File: src/rtl/sd_adc_decimator_pkg.sv
// Shared constants and types for the stereo sigma-delta decimator.
// CIC geometry is derived from the decimation exponent so every file agrees on widths.
package sd_adc_decimator_pkg;

    localparam int CIC_ORDER    = 3;
    localparam int PCM_W        = 16;
    localparam int PCM_MAX      = 32767;
    localparam int PCM_MIN      = -32768;
    localparam int SETTLE_TICKS = 3;

    typedef logic signed [PCM_W-1:0] pcm_t;

    typedef struct packed {
        pcm_t l;
        pcm_t r;
    } pcm_pair_t;

    function automatic int cic_width(input int decim_log2);
        return CIC_ORDER * decim_log2 + 1;
    endfunction

    function automatic int cic_shift(input int decim_log2);
        return CIC_ORDER * decim_log2 - PCM_W;
    endfunction

endpackage

File: src/rtl/sd_adc_decimator_cic3.sv
// One channel of the decimator: input synchroniser, 3rd-order CIC and PCM scaling.
// The tick strobe from the shared counter marks the decimation instant.
module cic3_channel
    import sd_adc_decimator_pkg::*;
#(
    parameter int DECIM_LOG2 = 8
) (
    input  logic clk,
    input  logic reset_n,
    input  logic d,
    input  logic tick,
    output pcm_t result,
    output logic result_stb
);

    localparam int W     = cic_width(DECIM_LOG2);
    localparam int SHIFT = cic_shift(DECIM_LOG2);

    // Mid-scale offset 2**(W-2) maps the unsigned comb range onto signed PCM.
    localparam logic signed [W:0] OFFSET = {3'b001, {(W-2){1'b0}}};
    localparam logic signed [W:0] SAT_HI = (W+1)'(PCM_MAX);
    localparam logic signed [W:0] SAT_LO = (W+1)'(PCM_MIN);

    logic [1:0]           sync_q;
    logic [W-1:0]         x_ext;
    logic [W-1:0]         integ1, integ2, integ3;
    logic [W-1:0]         integ3_prev, comb1, comb1_prev, comb2, comb2_prev, comb3;
    logic [CIC_ORDER-1:0] stb_q;
    logic signed [W:0]    centered, scaled;

    assign x_ext = {{(W-1){1'b0}}, sync_q[1]};

    // NOTE: sequential state uses non-blocking assignments so every register samples
    // pre-edge values; the cascaded integrators rely on this to read the previous stage.
    always_ff @(posedge clk or negedge reset_n) begin
        if (!reset_n) begin
            sync_q <= '0;
            integ1 <= '0;
            integ2 <= '0;
            integ3 <= '0;
        end else begin
            sync_q <= {sync_q[0], d};
            integ1 <= integ1 + x_ext;
            integ2 <= integ2 + integ1;
            integ3 <= integ3 + integ2;
        end
    end

    // Comb stages run one per cycle after the tick; differences wrap exactly as the integrators do.
    always_ff @(posedge clk or negedge reset_n) begin
        if (!reset_n) begin
            integ3_prev <= '0;
            comb1       <= '0;
            comb1_prev  <= '0;
            comb2       <= '0;
            comb2_prev  <= '0;
            comb3       <= '0;
            stb_q       <= '0;
        end else begin
            stb_q <= {stb_q[CIC_ORDER-2:0], tick};
            if (tick) begin
                comb1       <= integ3 - integ3_prev;
                integ3_prev <= integ3;
            end
            if (stb_q[0]) begin
                comb2      <= comb1 - comb1_prev;
                comb1_prev <= comb1;
            end
            if (stb_q[1]) begin
                comb3      <= comb2 - comb2_prev;
                comb2_prev <= comb2;
            end
        end
    end

    assign result_stb = stb_q[CIC_ORDER-1];

    // comb3 spans 0..2**(W-1), so it is treated as unsigned before centring.
    always_comb begin
        centered = $signed({1'b0, comb3}) - OFFSET;
        scaled   = centered >>> SHIFT;
        if (scaled > SAT_HI) begin
            result = pcm_t'(PCM_MAX);
        end else if (scaled < SAT_LO) begin
            result = pcm_t'(PCM_MIN);
        end else begin
            result = scaled[PCM_W-1:0];
        end
    end

endmodule

File: src/rtl/sd_adc_decimator.sv
// Stereo 1-bit sigma-delta receiver: two CIC channels sharing one decimation counter,
// a settle gate that drops the first results, and a one-deep valid/ready output buffer.
module sd_adc_decimator
    import sd_adc_decimator_pkg::*;
#(
    parameter int DECIM_LOG2 = 8
) (
    input  logic             clk,
    input  logic             reset_n,
    input  logic             d_l,
    input  logic             d_r,
    output logic [PCM_W-1:0] q_l,
    output logic [PCM_W-1:0] q_r,
    output logic             q_valid,
    input  logic             q_ready,
    output logic             overrun
);

    logic [DECIM_LOG2-1:0] decim_cnt;
    logic                  tick;
    logic [1:0]            settle_cnt;
    logic                  settled;
    pcm_t                  res_l, res_r;
    logic                  stb_l, stb_r, res_stb;
    logic                  load, accept;
    pcm_pair_t             pair_q;

    assign tick = &decim_cnt;

    cic3_channel #(.DECIM_LOG2(DECIM_LOG2)) u_cic_l (
        .clk        (clk),
        .reset_n    (reset_n),
        .d          (d_l),
        .tick       (tick),
        .result     (res_l),
        .result_stb (stb_l)
    );

    cic3_channel #(.DECIM_LOG2(DECIM_LOG2)) u_cic_r (
        .clk        (clk),
        .reset_n    (reset_n),
        .d          (d_r),
        .tick       (tick),
        .result     (res_r),
        .result_stb (stb_r)
    );

    assign res_stb = stb_l & stb_r;
    assign settled = (settle_cnt == 2'(SETTLE_TICKS));
    assign load    = res_stb & settled;
    assign accept  = q_valid & q_ready;

    // The settle counter saturates, so only the first few results after reset are dropped.
    always_ff @(posedge clk or negedge reset_n) begin
        if (!reset_n) begin
            decim_cnt  <= '0;
            settle_cnt <= '0;
        end else begin
            decim_cnt <= decim_cnt + DECIM_LOG2'(1);
            if (res_stb && !settled) begin
                settle_cnt <= settle_cnt + 2'd1;
            end
        end
    end

    // A load wins over an accept; overrun only when a held pair is lost unread.
    always_ff @(posedge clk or negedge reset_n) begin
        if (!reset_n) begin
            pair_q  <= '0;
            q_valid <= 1'b0;
            overrun <= 1'b0;
        end else begin
            if (load) begin
                pair_q  <= '{l: res_l, r: res_r};
                q_valid <= 1'b1;
                if (q_valid && !q_ready) begin
                    overrun <= 1'b1;
                end
            end else if (accept) begin
                q_valid <= 1'b0;
            end
        end
    end

    assign q_l = pair_q.l;
    assign q_r = pair_q.r;

endmodule

File: config.mk
export PLATFORM = sky130hd
export DESIGN_NAME = sd_adc_decimator
export DESIGN_NICKNAME = d
export VERILOG_FILES = /design/src/rtl/sd_adc_decimator_pkg.sv /design/src/rtl/sd_adc_decimator_cic3.sv /design/src/rtl/sd_adc_decimator.sv
export SDC_FILE = /design/constraint.sdc
export NUM_CORES = 1
export LEC_CHECK = 0
export CORE_ASPECT_RATIO = 0.8
export CORE_MARGIN = 8
export CORE_UTILIZATION = 28
export CTS_CLUSTER_DIAMETER = 150
export DETAILED_ROUTE_END_ITERATION = 7
export PLACE_DENSITY = 0.53
export SKIP_CTS_REPAIR_TIMING = 1
export SLEW_MARGIN = 40
export SYNTH_ARGS = -nofsm -noshare
export SYNTH_HDL_FRONTEND = slang
export SYNTH_HIERARCHICAL = 1
export SYNTH_SLANG_ARGS = --single-unit
File: constraint.sdc
create_clock -name clk -period 4.9 [get_ports clk]
set_input_delay 0.49 -clock clk [delete_from_list [all_inputs] [get_ports clk]]
set_output_delay 0.49 -clock clk [all_outputs]
set_load 0.005 [all_outputs]
==> summary.md <==
| Metric | Value |
|---|---|
| Initial Util | `0.282` |
| Drt wl/cell | `about 13 um` |
| Syn avg cell area | `between 9 and 10 um^2` |
| RSZ-0062 raised after global routing | `false` |
| Post-synth EDFFs | `0` |
| Clock sink total | `around 490` |
| Crit path kind | `register to register` |
| Hold WC Path Type | `input port to async pin` |
| Post-synthesis register bit count | `488` |
| Root buf cell | `clkbuf_16` |
| Htree depth | `2` |
| Routed vias | `between 20000 and 25000` |
| Async SR Flop Fraction | `1.00` |
| Switching part of the total | `0.317` |
| Dominant cells by area after synthesis | `dfrtp_1 (42%), ha_1 (11%), xnor2_1 (4.6%)` |
| Number of port buffers | `38` |
| FF-to-FF setup slack | `around 1700 ps` |
| CORE AREA | `103000 um^2` |
| DP Wirelength | `41100 um` |
| Area Overhead vs Synth | `13.8%` |
| Fmax | `0.316 GHz` |
| Layout net count | `roughly 3200` |
| Residual DRC | `0` |
| Min Tclk post-route | `3170 ps` |
| Status | `finished clean` |
| Cells on worst reg2reg path | `10` |
| Largest net degree at the start of global routing | `between 100 and 150` |
| Reg2reg start | `u_cic_r/integ3[0]` |
| PD cells | `391 nW/um^2` |
| Pre-CTS WS | `1820 ps` |
| Post-synth top cells | `dfrtp_1 (488), nand2_1 (299), ha_1 (248)` |
| Total Routing Usage GR | `0.0991` |
| Most used flip-flop cell after synthesis | `dfrtp_1` |
| Core Rows | `~110` |
| Fillers | `around 11000` |
| Clk_lat worst skew | `between 600 and 700 ps` |
| Initial DRC count | `between 1000 and 1500` |
| Clock power frac | `0.347` |
| Routability Congestion | `approximately 0.83` |
| Initial antenna violation count | `1` |
| DR vias/cell | `4.60` |
| Hold Fails Final Rpt | `0` |
| Critical Path Fanout Max | `3` |
| Yosys top cell by area | `dfrtp_1` |
| Total CTS buffers | `slightly below 60` |
| Startpoint types | `register` |
| Rel. slew slack | `0.419` |
| Fin worst setup slack | `~1700 ps` |
| Post-DRT Antenna Nets | `0` |
| Critical Path AT | `roughly 3700 ps` |
| Comb power frac | `0.292` |
| Seq pwr share | `0.362` |
| Total internal power | `roughly 8800 uW` |
| Height of the die | `~300 um` |
| Critical Path RT | `around 5500 ps` |
| Register area share after synthesis | `0.421` |
| Die Span X | `~380 um` |
| Leakage | `0.0157 uW` |
| Setup_tns | `0 ps` |
| Most frequent cell after synthesis | `dfrtp_1` |
| Final slew viol count | `0` |
| Worst R2R End | `u_cic_r/comb1[24]` |
| First-pass GRT wire length | `a little under 100000 um` |
| Yosys warnings | `6` |
| Clock skew | `approximately 19 ps` |
| Yosys top cell area share | `0.421` |
| Max Root-Sink Buffers | `3` |
| Setup crit end kind | `register` |
| Max cap viols | `0` |
| Vias in the first global route | `about 20000` |
| Critical Path End | `u_cic_r/comb1[24]` |
| Number of setup violations in the final report | `0` |
| Crit share post-route | `0.646` |
| Clock slew at reported path FFs | `60 ps` |
| Ports | `39` |
| WL final | `57300 um` |
| Netlist cell types | `89` |
| Share of cells above drive strength 1 | `0.0916` |
| NetSw | `between 4000 and 5000 uW` |
| Die area | `roughly 110000 um^2` |
| VDD IR max | `between 200 and 300 uV` |
| Synth Instances | `~3000` |
| DRT Pass-1 Iters | `5` |
| Worst Setup SP | `u_cic_r/integ3[0]` |
| GRT overflow | `0` |
| Synth Cell Area | `around 29000 um^2` |
| CTS tree | `built` |
| Worst Tran Pin Value | `a little under 900 ps` |
| Post-Syn Nets | `roughly 3200` |
[through the flow]
stage | instance area (um^2) | power (uW) | hold WS [ps] | std cells | utilization
floorplan | 29000 | 7670 | 194 | 2953 | -
global route | 33000 | 13800 | 357 | 4417 | 0.321
detailed placement | 30900 | 8490 | 335 | 4308 | 0.301
CTS | 32900 | 13100 | -84.8 | 4413 | 0.321
global placement | 30900 | 8480 | 335 | 4308 | 0.301
finish | 33000 | 12900 | 345 | 4417 | 0.321
[placed cells by master (no fill, tap or decap), drive strengths merged, types with 23 or more instances in the layout]
cell type / netlist / layout
nand2: 300 / 300
ha: 248 / 248
nor2: 118 / 118
nand3: 62 / 62
a21oi: 200 / 200
dfrtp: 488 / 488
xnor2: 152 / 152
clkbuf: 74 / 88
a21o: 107 / 107
o21ai: 247 / 247
inv: 214 / 215
nand4: 41 / 41
o21a: 38 / 38
nor2b: 23 / 23
and3: 23 / 23
a211oi: 25 / 25
nand2b: 34 / 34
nor3: 31 / 31
mux2: 117 / 117
o21bai: 30 / 30
or2: 23 / 23
xor2: 82 / 82
o211ai: 27 / 27
clkdlybuf4s50: 0 / 37
[worst max-delay path, stage by stage (launching register included)]
cell and delay [ps]:
dfrtp_1 370, inv_1 60, ha_1 210, fa_1 400, nand2b_1 200, a2111oi_1 780
o31ai_1 300, a211o_1 350, o211ai_1 100, mux2i_1 210, a21o_1 120
[layer usage]
layer / up-vias / GRT usage / share of wire
met5: - / 0 / 0
li1: 10578 / - / -
met3: 99 / 0.0172 / 0.034
met1: 9392 / 0.150 / 0.54
met2: 237 / 0.142 / 0.39
met4: 0 / 0.0285 / 0.026
[sequential cells by signal, indices dropped and copies added (netlist names), 3 cells and up]
register / flops
u_cic_r/comb2_prev: 25
u_cic_r/integ3: 25
u_cic_l/integ3_prev: 25
u_cic_l/stb_q: 3
u_cic_l/comb3: 17
decim_cnt: 8
u_cic_l/integ3: 25
u_cic_r/integ1: 25
q_r: 16
u_cic_l/comb1_prev: 25
u_cic_l/integ1: 25
u_cic_l/comb1: 25
u_cic_r/integ3_prev: 25
u_cic_r/comb2: 25
u_cic_r/comb1: 25
q_l: 16
u_cic_l/comb2: 25
u_cic_r/stb_q: 3
u_cic_l/integ2: 25
u_cic_r/integ2: 25
u_cic_r/comb3: 17
u_cic_l/comb2_prev: 25
u_cic_r/comb1_prev: 25
[layout make-up]
cell class                 instances  area (um^2)  area share
antenna                            2         5.00    0.000152
clock buffer                      88         1750      0.0529
clock inverter                    17          256     0.00778
inverter                         214          803      0.0244
multi-input combinational       2165        15600       0.474
sequential                       488        12200       0.371
tap                             1391         1740      0.0528
timing repair buffer              52          571      0.0173
[cells by family (layout without fill, tap and decap cells)]
| group | Yosys count | after routing | synth area share |
|---|---|---|---|
| buf+inv | 300 | 371 | 0.0396 |
| flops | 488 | 488 | 0.421 |
| xor+xnor | 234 | 234 | 0.0707 |
| compound gates | 816 | 816 | 0.181 |
| fa+ha+maj | 256 | 256 | 0.113 |
| mux | 129 | 129 | 0.0534 |
| simple gates | 730 | 730 | 0.122 |
| other cells | 0 | 2 | 0 |
[worst min-delay path by stage]
stage | startpoint | endpoint | slack, ps | cells past startpoint
floorplan | reset_n | decim_cnt[0] | 190 | 0
global placement | u_cic_l/sync_q[0] | u_cic_l/sync_q[1] | 330 | 0
detailed placement | u_cic_l/sync_q[0] | u_cic_l/sync_q[1] | 330 | 0
CTS | reset_n | q_l[3] | -80 | 1
global route | reset_n | u_cic_l/comb2_prev[4] | 360 | 2
finish | reset_n | u_cic_l/comb2_prev[4] | 350 | 2
[power groups by stage]
| stage | sequential, uW | combinational [uW] | clock (uW) |
|---|---|---|---|
| 6_report | 4670 | 3760 | 4470 |
| 5_1_grt | 4720 | 4280 | 4810 |
| 4_1_cts | 4670 | 3780 | 4660 |
| 3_5_place_dp | 4730 | 3750 | 0 |
| 3_3_place_gp | 4730 | 3750 | 0 |
| 2_1_floorplan | 4610 | 3060 | 0 |
Note: power is estimated with default switching activity, not from simulation.
